===== src/rtl/mem_port_arbiter_if.sv =====
// Bundle of request, response and shared-memory signals for mem_port_arbiter.
// The master side is the requester/memory environment; the slave side is the arbiter.
interface mem_port_arbiter_if;
    logic       flush;
    logic       if_req;
    logic [7:0] if_addr;
    logic       if_gnt;
    logic       if_done;
    logic [7:0] if_rdata;
    logic       ls_req;
    logic       ls_we;
    logic [7:0] ls_addr;
    logic [7:0] ls_wdata;
    logic       ls_gnt;
    logic       ls_done;
    logic [7:0] ls_rdata;
    logic       mem_en;
    logic       mem_we;
    logic [7:0] mem_addr;
    logic [7:0] mem_wdata;
    logic [7:0] mem_rdata;
    logic       mem_ready;
    logic       busy;
    logic       bus_err;

    modport master (
        output flush, if_req, if_addr, ls_req, ls_we, ls_addr, ls_wdata, mem_rdata, mem_ready,
        input  if_gnt, if_done, if_rdata, ls_gnt, ls_done, ls_rdata,
               mem_en, mem_we, mem_addr, mem_wdata, busy, bus_err
    );

    modport slave (
        input  flush, if_req, if_addr, ls_req, ls_we, ls_addr, ls_wdata, mem_rdata, mem_ready,
        output if_gnt, if_done, if_rdata, ls_gnt, ls_done, ls_rdata,
               mem_en, mem_we, mem_addr, mem_wdata, busy, bus_err
    );
endinterface


===== src/rtl/mem_port_arbiter.sv =====
// Two-requester (fetch / load-store) arbiter for a single memory port with
// starvation guard, access timeout and flush cancellation of fetches.
//
// state    | meaning
// IDLE     | no access; arbitrate eligible requests
// ACCESS   | mem_en high, waiting for mem_ready or timeout
// COMPLETE | done (and possibly bus_err) pulse for the winner
module mem_port_arbiter #(
    parameter int STARVE_LIMIT = 3,
    parameter int TIMEOUT      = 15
) (
    input logic internal_clock,
    input logic reset,
    mem_port_arbiter_if.slave bus
);
    localparam int SW = (STARVE_LIMIT > 0) ? $clog2(STARVE_LIMIT + 1) : 1;
    localparam int WW = (TIMEOUT > 1) ? $clog2(TIMEOUT + 1) : 1;
    localparam logic [SW-1:0] STARVE_MAX = SW'(STARVE_LIMIT);
    localparam logic [WW-1:0] WAIT_LAST  = WW'(TIMEOUT - 1);

    typedef enum logic [1:0] {IDLE, ACCESS, COMPLETE} state_t;

    state_t        state, state_n;
    logic          owner_if, owner_if_n;
    logic          cancel, cancel_n;
    logic [SW-1:0] starve_cnt, starve_cnt_n;
    logic [WW-1:0] wait_cnt, wait_cnt_n;
    logic          mem_en_q, mem_en_n, mem_we_q, mem_we_n;
    logic [7:0]    mem_addr_q, mem_addr_n, mem_wdata_q, mem_wdata_n;
    logic          if_gnt_q, if_gnt_n, ls_gnt_q, ls_gnt_n;
    logic          if_done_q, if_done_n, ls_done_q, ls_done_n;
    logic [7:0]    if_rdata_q, if_rdata_n, ls_rdata_q, ls_rdata_n;
    logic          busy_q, busy_n, bus_err_q, bus_err_n;
    logic          fetch_ok, pick_if;
    logic [7:0]    rd_val;

    always_ff @(posedge internal_clock) begin
        if (reset) begin
            state       <= IDLE;
            owner_if    <= 1'b0;
            cancel      <= 1'b0;
            starve_cnt  <= '0;
            wait_cnt    <= '0;
            mem_en_q    <= 1'b0;
            mem_we_q    <= 1'b0;
            mem_addr_q  <= 8'h00;
            mem_wdata_q <= 8'h00;
            if_gnt_q    <= 1'b0;
            ls_gnt_q    <= 1'b0;
            if_done_q   <= 1'b0;
            ls_done_q   <= 1'b0;
            if_rdata_q  <= 8'h00;
            ls_rdata_q  <= 8'h00;
            busy_q      <= 1'b0;
            bus_err_q   <= 1'b0;
        end else begin
            state       <= state_n;
            owner_if    <= owner_if_n;
            cancel      <= cancel_n;
            starve_cnt  <= starve_cnt_n;
            wait_cnt    <= wait_cnt_n;
            mem_en_q    <= mem_en_n;
            mem_we_q    <= mem_we_n;
            mem_addr_q  <= mem_addr_n;
            mem_wdata_q <= mem_wdata_n;
            if_gnt_q    <= if_gnt_n;
            ls_gnt_q    <= ls_gnt_n;
            if_done_q   <= if_done_n;
            ls_done_q   <= ls_done_n;
            if_rdata_q  <= if_rdata_n;
            ls_rdata_q  <= ls_rdata_n;
            busy_q      <= busy_n;
            bus_err_q   <= bus_err_n;
        end
    end

    always_comb begin
        state_n      = state;
        owner_if_n   = owner_if;
        cancel_n     = cancel;
        starve_cnt_n = starve_cnt;
        wait_cnt_n   = wait_cnt;
        mem_en_n     = mem_en_q;
        mem_we_n     = mem_we_q;
        mem_addr_n   = mem_addr_q;
        mem_wdata_n  = mem_wdata_q;
        if_gnt_n     = 1'b0;
        ls_gnt_n     = 1'b0;
        if_done_n    = 1'b0;
        ls_done_n    = 1'b0;
        if_rdata_n   = if_rdata_q;
        ls_rdata_n   = ls_rdata_q;
        bus_err_n    = 1'b0;
        fetch_ok     = bus.if_req & ~bus.flush;
        pick_if      = fetch_ok & (~bus.ls_req | (starve_cnt == STARVE_MAX));
        rd_val       = bus.mem_ready ? bus.mem_rdata : 8'h00;

        case (state)
            IDLE: begin
                cancel_n = 1'b0;
                if (fetch_ok || bus.ls_req) begin
                    state_n    = ACCESS;
                    owner_if_n = pick_if;
                    wait_cnt_n = '0;
                    mem_en_n   = 1'b1;
                    if (pick_if) begin
                        mem_addr_n   = bus.if_addr;
                        mem_we_n     = 1'b0;
                        mem_wdata_n  = 8'h00;
                        if_gnt_n     = 1'b1;
                        starve_cnt_n = '0;
                    end else begin
                        mem_addr_n  = bus.ls_addr;
                        mem_we_n    = bus.ls_we;
                        mem_wdata_n = bus.ls_wdata;
                        ls_gnt_n    = 1'b1;
                        if (fetch_ok && starve_cnt != STARVE_MAX)
                            starve_cnt_n = starve_cnt + 1'b1;
                    end
                end
            end
            ACCESS: begin
                cancel_n   = cancel | (owner_if & bus.flush);
                wait_cnt_n = wait_cnt + 1'b1;
                // Timeout finishes like a normal completion but with zero data and bus_err.
                if (bus.mem_ready || wait_cnt == WAIT_LAST) begin
                    state_n   = COMPLETE;
                    mem_en_n  = 1'b0;
                    bus_err_n = ~bus.mem_ready;
                    if (owner_if) begin
                        if (!cancel_n) begin
                            if_done_n  = 1'b1;
                            if_rdata_n = rd_val;
                        end
                    end else begin
                        ls_done_n  = 1'b1;
                        ls_rdata_n = rd_val;
                    end
                end
            end
            COMPLETE: begin
                cancel_n = cancel | (owner_if & bus.flush);
                state_n  = IDLE;
            end
            default: state_n = IDLE;
        endcase

        busy_n = (state_n != IDLE);
    end

    assign bus.mem_en    = mem_en_q;
    assign bus.mem_we    = mem_we_q;
    assign bus.mem_addr  = mem_addr_q;
    assign bus.mem_wdata = mem_wdata_q;
    assign bus.if_gnt    = if_gnt_q;
    assign bus.ls_gnt    = ls_gnt_q;
    assign bus.if_done   = if_done_q;
    assign bus.ls_done   = ls_done_q;
    assign bus.if_rdata  = if_rdata_q;
    assign bus.ls_rdata  = ls_rdata_q;
    assign bus.busy      = busy_q;
    assign bus.bus_err   = bus_err_q;
endmodule


===== src/flat_wrapper.sv =====
// flat-port wrapper written by rule: the top's interface ports become plain ports
module mem_port_arbiter_flat 
#(
    parameter int STARVE_LIMIT = 3,
    parameter int TIMEOUT      = 15
)
  (internal_clock, reset, bus_flush, bus_if_req, bus_if_addr, bus_ls_req, bus_ls_we, bus_ls_addr, bus_ls_wdata, bus_mem_rdata, bus_mem_ready, bus_if_gnt, bus_if_done, bus_if_rdata, bus_ls_gnt, bus_ls_done, bus_ls_rdata, bus_mem_en, bus_mem_we, bus_mem_addr, bus_mem_wdata, bus_busy, bus_bus_err);
  mem_port_arbiter_if bus_i ();
  input logic internal_clock;
  input logic reset;
  input wire logic [$bits(bus_i.flush)-1:0] bus_flush;
  input wire logic [$bits(bus_i.if_req)-1:0] bus_if_req;
  input wire logic [$bits(bus_i.if_addr)-1:0] bus_if_addr;
  input wire logic [$bits(bus_i.ls_req)-1:0] bus_ls_req;
  input wire logic [$bits(bus_i.ls_we)-1:0] bus_ls_we;
  input wire logic [$bits(bus_i.ls_addr)-1:0] bus_ls_addr;
  input wire logic [$bits(bus_i.ls_wdata)-1:0] bus_ls_wdata;
  input wire logic [$bits(bus_i.mem_rdata)-1:0] bus_mem_rdata;
  input wire logic [$bits(bus_i.mem_ready)-1:0] bus_mem_ready;
  output wire logic [$bits(bus_i.if_gnt)-1:0] bus_if_gnt;
  output wire logic [$bits(bus_i.if_done)-1:0] bus_if_done;
  output wire logic [$bits(bus_i.if_rdata)-1:0] bus_if_rdata;
  output wire logic [$bits(bus_i.ls_gnt)-1:0] bus_ls_gnt;
  output wire logic [$bits(bus_i.ls_done)-1:0] bus_ls_done;
  output wire logic [$bits(bus_i.ls_rdata)-1:0] bus_ls_rdata;
  output wire logic [$bits(bus_i.mem_en)-1:0] bus_mem_en;
  output wire logic [$bits(bus_i.mem_we)-1:0] bus_mem_we;
  output wire logic [$bits(bus_i.mem_addr)-1:0] bus_mem_addr;
  output wire logic [$bits(bus_i.mem_wdata)-1:0] bus_mem_wdata;
  output wire logic [$bits(bus_i.busy)-1:0] bus_busy;
  output wire logic [$bits(bus_i.bus_err)-1:0] bus_bus_err;
  assign bus_i.flush = bus_flush;
  assign bus_i.if_req = bus_if_req;
  assign bus_i.if_addr = bus_if_addr;
  assign bus_i.ls_req = bus_ls_req;
  assign bus_i.ls_we = bus_ls_we;
  assign bus_i.ls_addr = bus_ls_addr;
  assign bus_i.ls_wdata = bus_ls_wdata;
  assign bus_i.mem_rdata = bus_mem_rdata;
  assign bus_i.mem_ready = bus_mem_ready;
  assign bus_if_gnt = bus_i.if_gnt;
  assign bus_if_done = bus_i.if_done;
  assign bus_if_rdata = bus_i.if_rdata;
  assign bus_ls_gnt = bus_i.ls_gnt;
  assign bus_ls_done = bus_i.ls_done;
  assign bus_ls_rdata = bus_i.ls_rdata;
  assign bus_mem_en = bus_i.mem_en;
  assign bus_mem_we = bus_i.mem_we;
  assign bus_mem_addr = bus_i.mem_addr;
  assign bus_mem_wdata = bus_i.mem_wdata;
  assign bus_busy = bus_i.busy;
  assign bus_bus_err = bus_i.bus_err;
  mem_port_arbiter #(.STARVE_LIMIT(STARVE_LIMIT), .TIMEOUT(TIMEOUT)) u_core (.internal_clock(internal_clock), .reset(reset), .bus(bus_i));
endmodule

===== config.mk =====
export PLATFORM = sky130hd
export DESIGN_NAME = mem_port_arbiter_flat
export DESIGN_NICKNAME = d
export VERILOG_FILES = /design/src/rtl/mem_port_arbiter_if.sv /design/src/rtl/mem_port_arbiter.sv /design/src/flat_wrapper.sv
export SDC_FILE = /design/constraint.sdc
export NUM_CORES = 1
export LEC_CHECK = 0
export ABC_AREA = 0
export CORE_MARGIN = 3
export CORE_UTILIZATION = 39
export DETAILED_ROUTE_END_ITERATION = 10
export GPL_TIMING_DRIVEN = 0
export PLACE_DENSITY = 0.76
export REMOVE_ABC_BUFFERS = 1
export SYNTH_ARGS = -nofsm -noshare
export SYNTH_HDL_FRONTEND = slang
export SYNTH_SLANG_ARGS = --single-unit

===== constraint.sdc =====
create_clock -name internal_clock -period 1.8 [get_ports internal_clock]
set_input_delay 0.27 -clock internal_clock [delete_from_list [all_inputs] [get_ports internal_clock]]
set_output_delay 0.27 -clock internal_clock [all_outputs]
set_load 0.03 [all_outputs]

==> results.md <==
- Run status: finished, final reports clean
- Top Usage Layer GRT: met2
- Ant. Diodes: 0
- Placed Area: 2840 um^2
- Via count: 1851
- Max Freq: 0.566 GHz
- Predominant post-synthesis flop cell: dfxtp_1
- Clock sink count: 50
- Critical path origin: u_core.state[1]$_SDFF_PP0_
- Commonest non-fill, non-tap cell in the layout: clkdlybuf4s50_1
- Netlist Area Pre-Place: 2010 um^2
- Syn. warnings: 0
- Post-Route WL: 5.17 mm
- GR Util met3: 4.06%
- Clock Skew: 0.00724 ns
- Crit Path Class: reg -> reg
- Hold WS: 0.468 ns
- HPWL after DPL: 3.61 mm
- Gr usage total: 16.9%
- Mean number of vias per cell: 5.10
- Rel. slew slack: 39.3%
- Area grow syn2layout: 53.9%
- Final Hold Viols: 0
- Clk root buf: clkbuf_8
- Async set-or-reset flop fraction in the synthesized netlist: 0%
- CP required: 1.95 ns
- Sequential element share of the synthesized area: 49.7%
- Core Util, Final: 63.9%
- Synth top area share: 49.7%
- #FFs+latches synth: 50
- Worst-Margin Slew: 0.910 ns
- Footprint of the multi-input gates: 986 um^2
- Reg-to-Reg Start: u_core.state[1]$_SDFF_PP0_
- Die Y: 77.9 um
- CTS H-tree depth: 2
- Total power: 3.06 mW
- Max_cap viols: 0
- Vias in the first global route: 1713
- GPL Wtd Cong: 0.715
- M2 GR Usage: 26.7%
- Worst setup EP type: flop
- Rows: 25
- Die width: 77.9 um
- Mapped Cells: 215
- Clk_lat worst skew: 0.30 ns
- Synth cell types: 36
- Largest net degree at the start of global routing: 22
- TritonCTS buffer count: 5
- CTS tree: yes
- Most frequent cells in the layout: 76 x clkdlybuf4s50_1, 49 x dfxtp_1, 30 x nor2_1
- Fin crit period: 1.77 ns
- Fillers: 416
- Global-route wire length before repair: 8.34 mm
- Number of top-level pins: 79
- Post-route DRC violation count: 0
- Drt initial violations: 73
- Yosys top cell by area: dfxtp_1
- GRT overflow: 0
- Layout cells sized above 1: 10.8%
- Post-synth EDFFs: 0
- Input/output buffers: 78
- Final #Nets: 340
- Pins Over Slew Limit: 0
- Synth area leaders: dfxtp_1 50%, nor2_1 5.6%, mux2i_1 4.0%
- Avg WL per Cell: 14.2 um
- M1 GR Usage: 22.7%
- Worst-path clk slew: 0.09 ns
- Drt first pass iters: 4
- Arrival @ worst endpoint: 1.92 ns
- Worst min-delay path startpoint: u_core.starve_cnt[1]$_SDFFE_PP0P_
- Core ar.: 4850 um^2
- Avg Inst Size Synth: 9.37 um^2
- PwrDens: 986 nW/um^2
- CP Max Fanout: 10
- Initial core utilization: 41.5%
- ANT nets after route: 0
- Leak: 1.13 nW
- Fin area: 3100 um^2
- RSZ-0062 raised after global routing: true
- Clk buf depth: 2
- Max IR drop VDD: 0.439 mV
- Tightest Hold Check Type: reg -> reg
- Die area: 6060 um^2
- Initial antenna violation count: 0
- Final worst-path cycle share: 98.2%
- FF/Latch Area: 1000 um^2
- Worst Setup Start Kind: flop
- Final setup vio count: 0
-- kinds of logic after synthesis --
family / Yosys count / synth area share (%)
compound gates: 55 / 18.9
fa+ha+maj: 6 / 3.73
buf+inv: 18 / 4.29
flops: 50 / 49.7
mux: 9 / 4.53
simple gates: 77 / 18.9
-- area by class of cell --
class                   count  share of cell area, %
clock buffers               5                   2.22
clock inverters             3                   2.22
inverters                   5                  0.606
multi-input cells         147                   31.8
flip-flops and latches     50                   32.3
well taps                  67                   2.70
repair buffers             86                   28.1
-- sequential cells by signal, summed over array words and instances (netlist names), 2 cells and up --
signal and cells:
u_core.bus.mem_wdata 8, u_core.starve_cnt 2, u_core.bus.mem_addr 8, u_core.bus.ls_rdata 8
u_core.state 2, u_core.bus.if_rdata 8, u_core.wait_cnt 4
-- cell usage after synthesis (2+ instances only) --
| master | instances |
|---|---|
| dfxtp_1 | 50 |
| nor2_1 | 30 |
| a21oi_1 | 15 |
| nand3_1 | 12 |
| a22o_1 | 9 |
| a22oi_1 | 9 |
| nand2_1 | 9 |
| a211oi_1 | 8 |
| and2_1 | 8 |
| mux2i_1 | 8 |
| buf_2 | 6 |
| ha_1 | 6 |
| clkbuf_1 | 5 |
| inv_1 | 5 |
| nand2b_1 | 5 |
| o21ai_0 | 4 |
| a31oi_1 | 3 |
| nor3_1 | 3 |
| nor2b_1 | 2 |
| or3_1 | 2 |
-- final timing paths --
kind	endpoint	slack [ns]	cells after the start
setup / recovery	u_core.bus.if_rdata[3]$_SDFFE_PP0P_	0.03	6
hold / removal	u_core.starve_cnt[1]$_SDFFE_PP0P_	0.47	2
setup reg to reg	u_core.bus.if_rdata[3]$_SDFFE_PP0P_	0.03	6
hold reg to reg	u_core.starve_cnt[1]$_SDFFE_PP0P_	0.47	2
-- report_power, final --
part,switching (mW),leakage [nW],internal [mW],total [mW]
Sequential,0.0556,0.408,1.21,1.26
Combinational,0.469,0.650,0.396,0.865
Clock,0.372,0.0683,0.556,0.928
-- repair_timing --
action                                  4_1_cts  5_1_grt
setup buffers                                 3        4
endpoints found under the setup margin       47       31
cloned                                        0        0
hold buffers                                  0        0
pin swaps                                     1        0
resized for setup                            11        6
-- stage by stage --
step	setup WS [ns]	std cells	setup TNS [ns]
after global placement	-1.25	347	-42.24
after detailed placement	-1.06	348	-34.58
final	0.0332	363	0
after global routing	-0.0949	363	-0.269
after CTS	0.00686	359	0
after floorplan	-0.266	202	-2.30
-- worst max-delay path, stage by stage, from the launching register on --
cell and delay [ns]:
dfxtp_1 0.34, inv_1 0.11, ha_2 0.29, and4bb_4 0.35, nand2b_2 0.17, a22oi_1 0.28
nor2_1 0.08
-- per-layer routing --
layer,vias up,part of all wire (%)
li1,917,-
met1,876,45
met2,51,48
met3,7,5.7
met4,0,1.3
met5,-,0
Power figures use the tool's default switching activity.
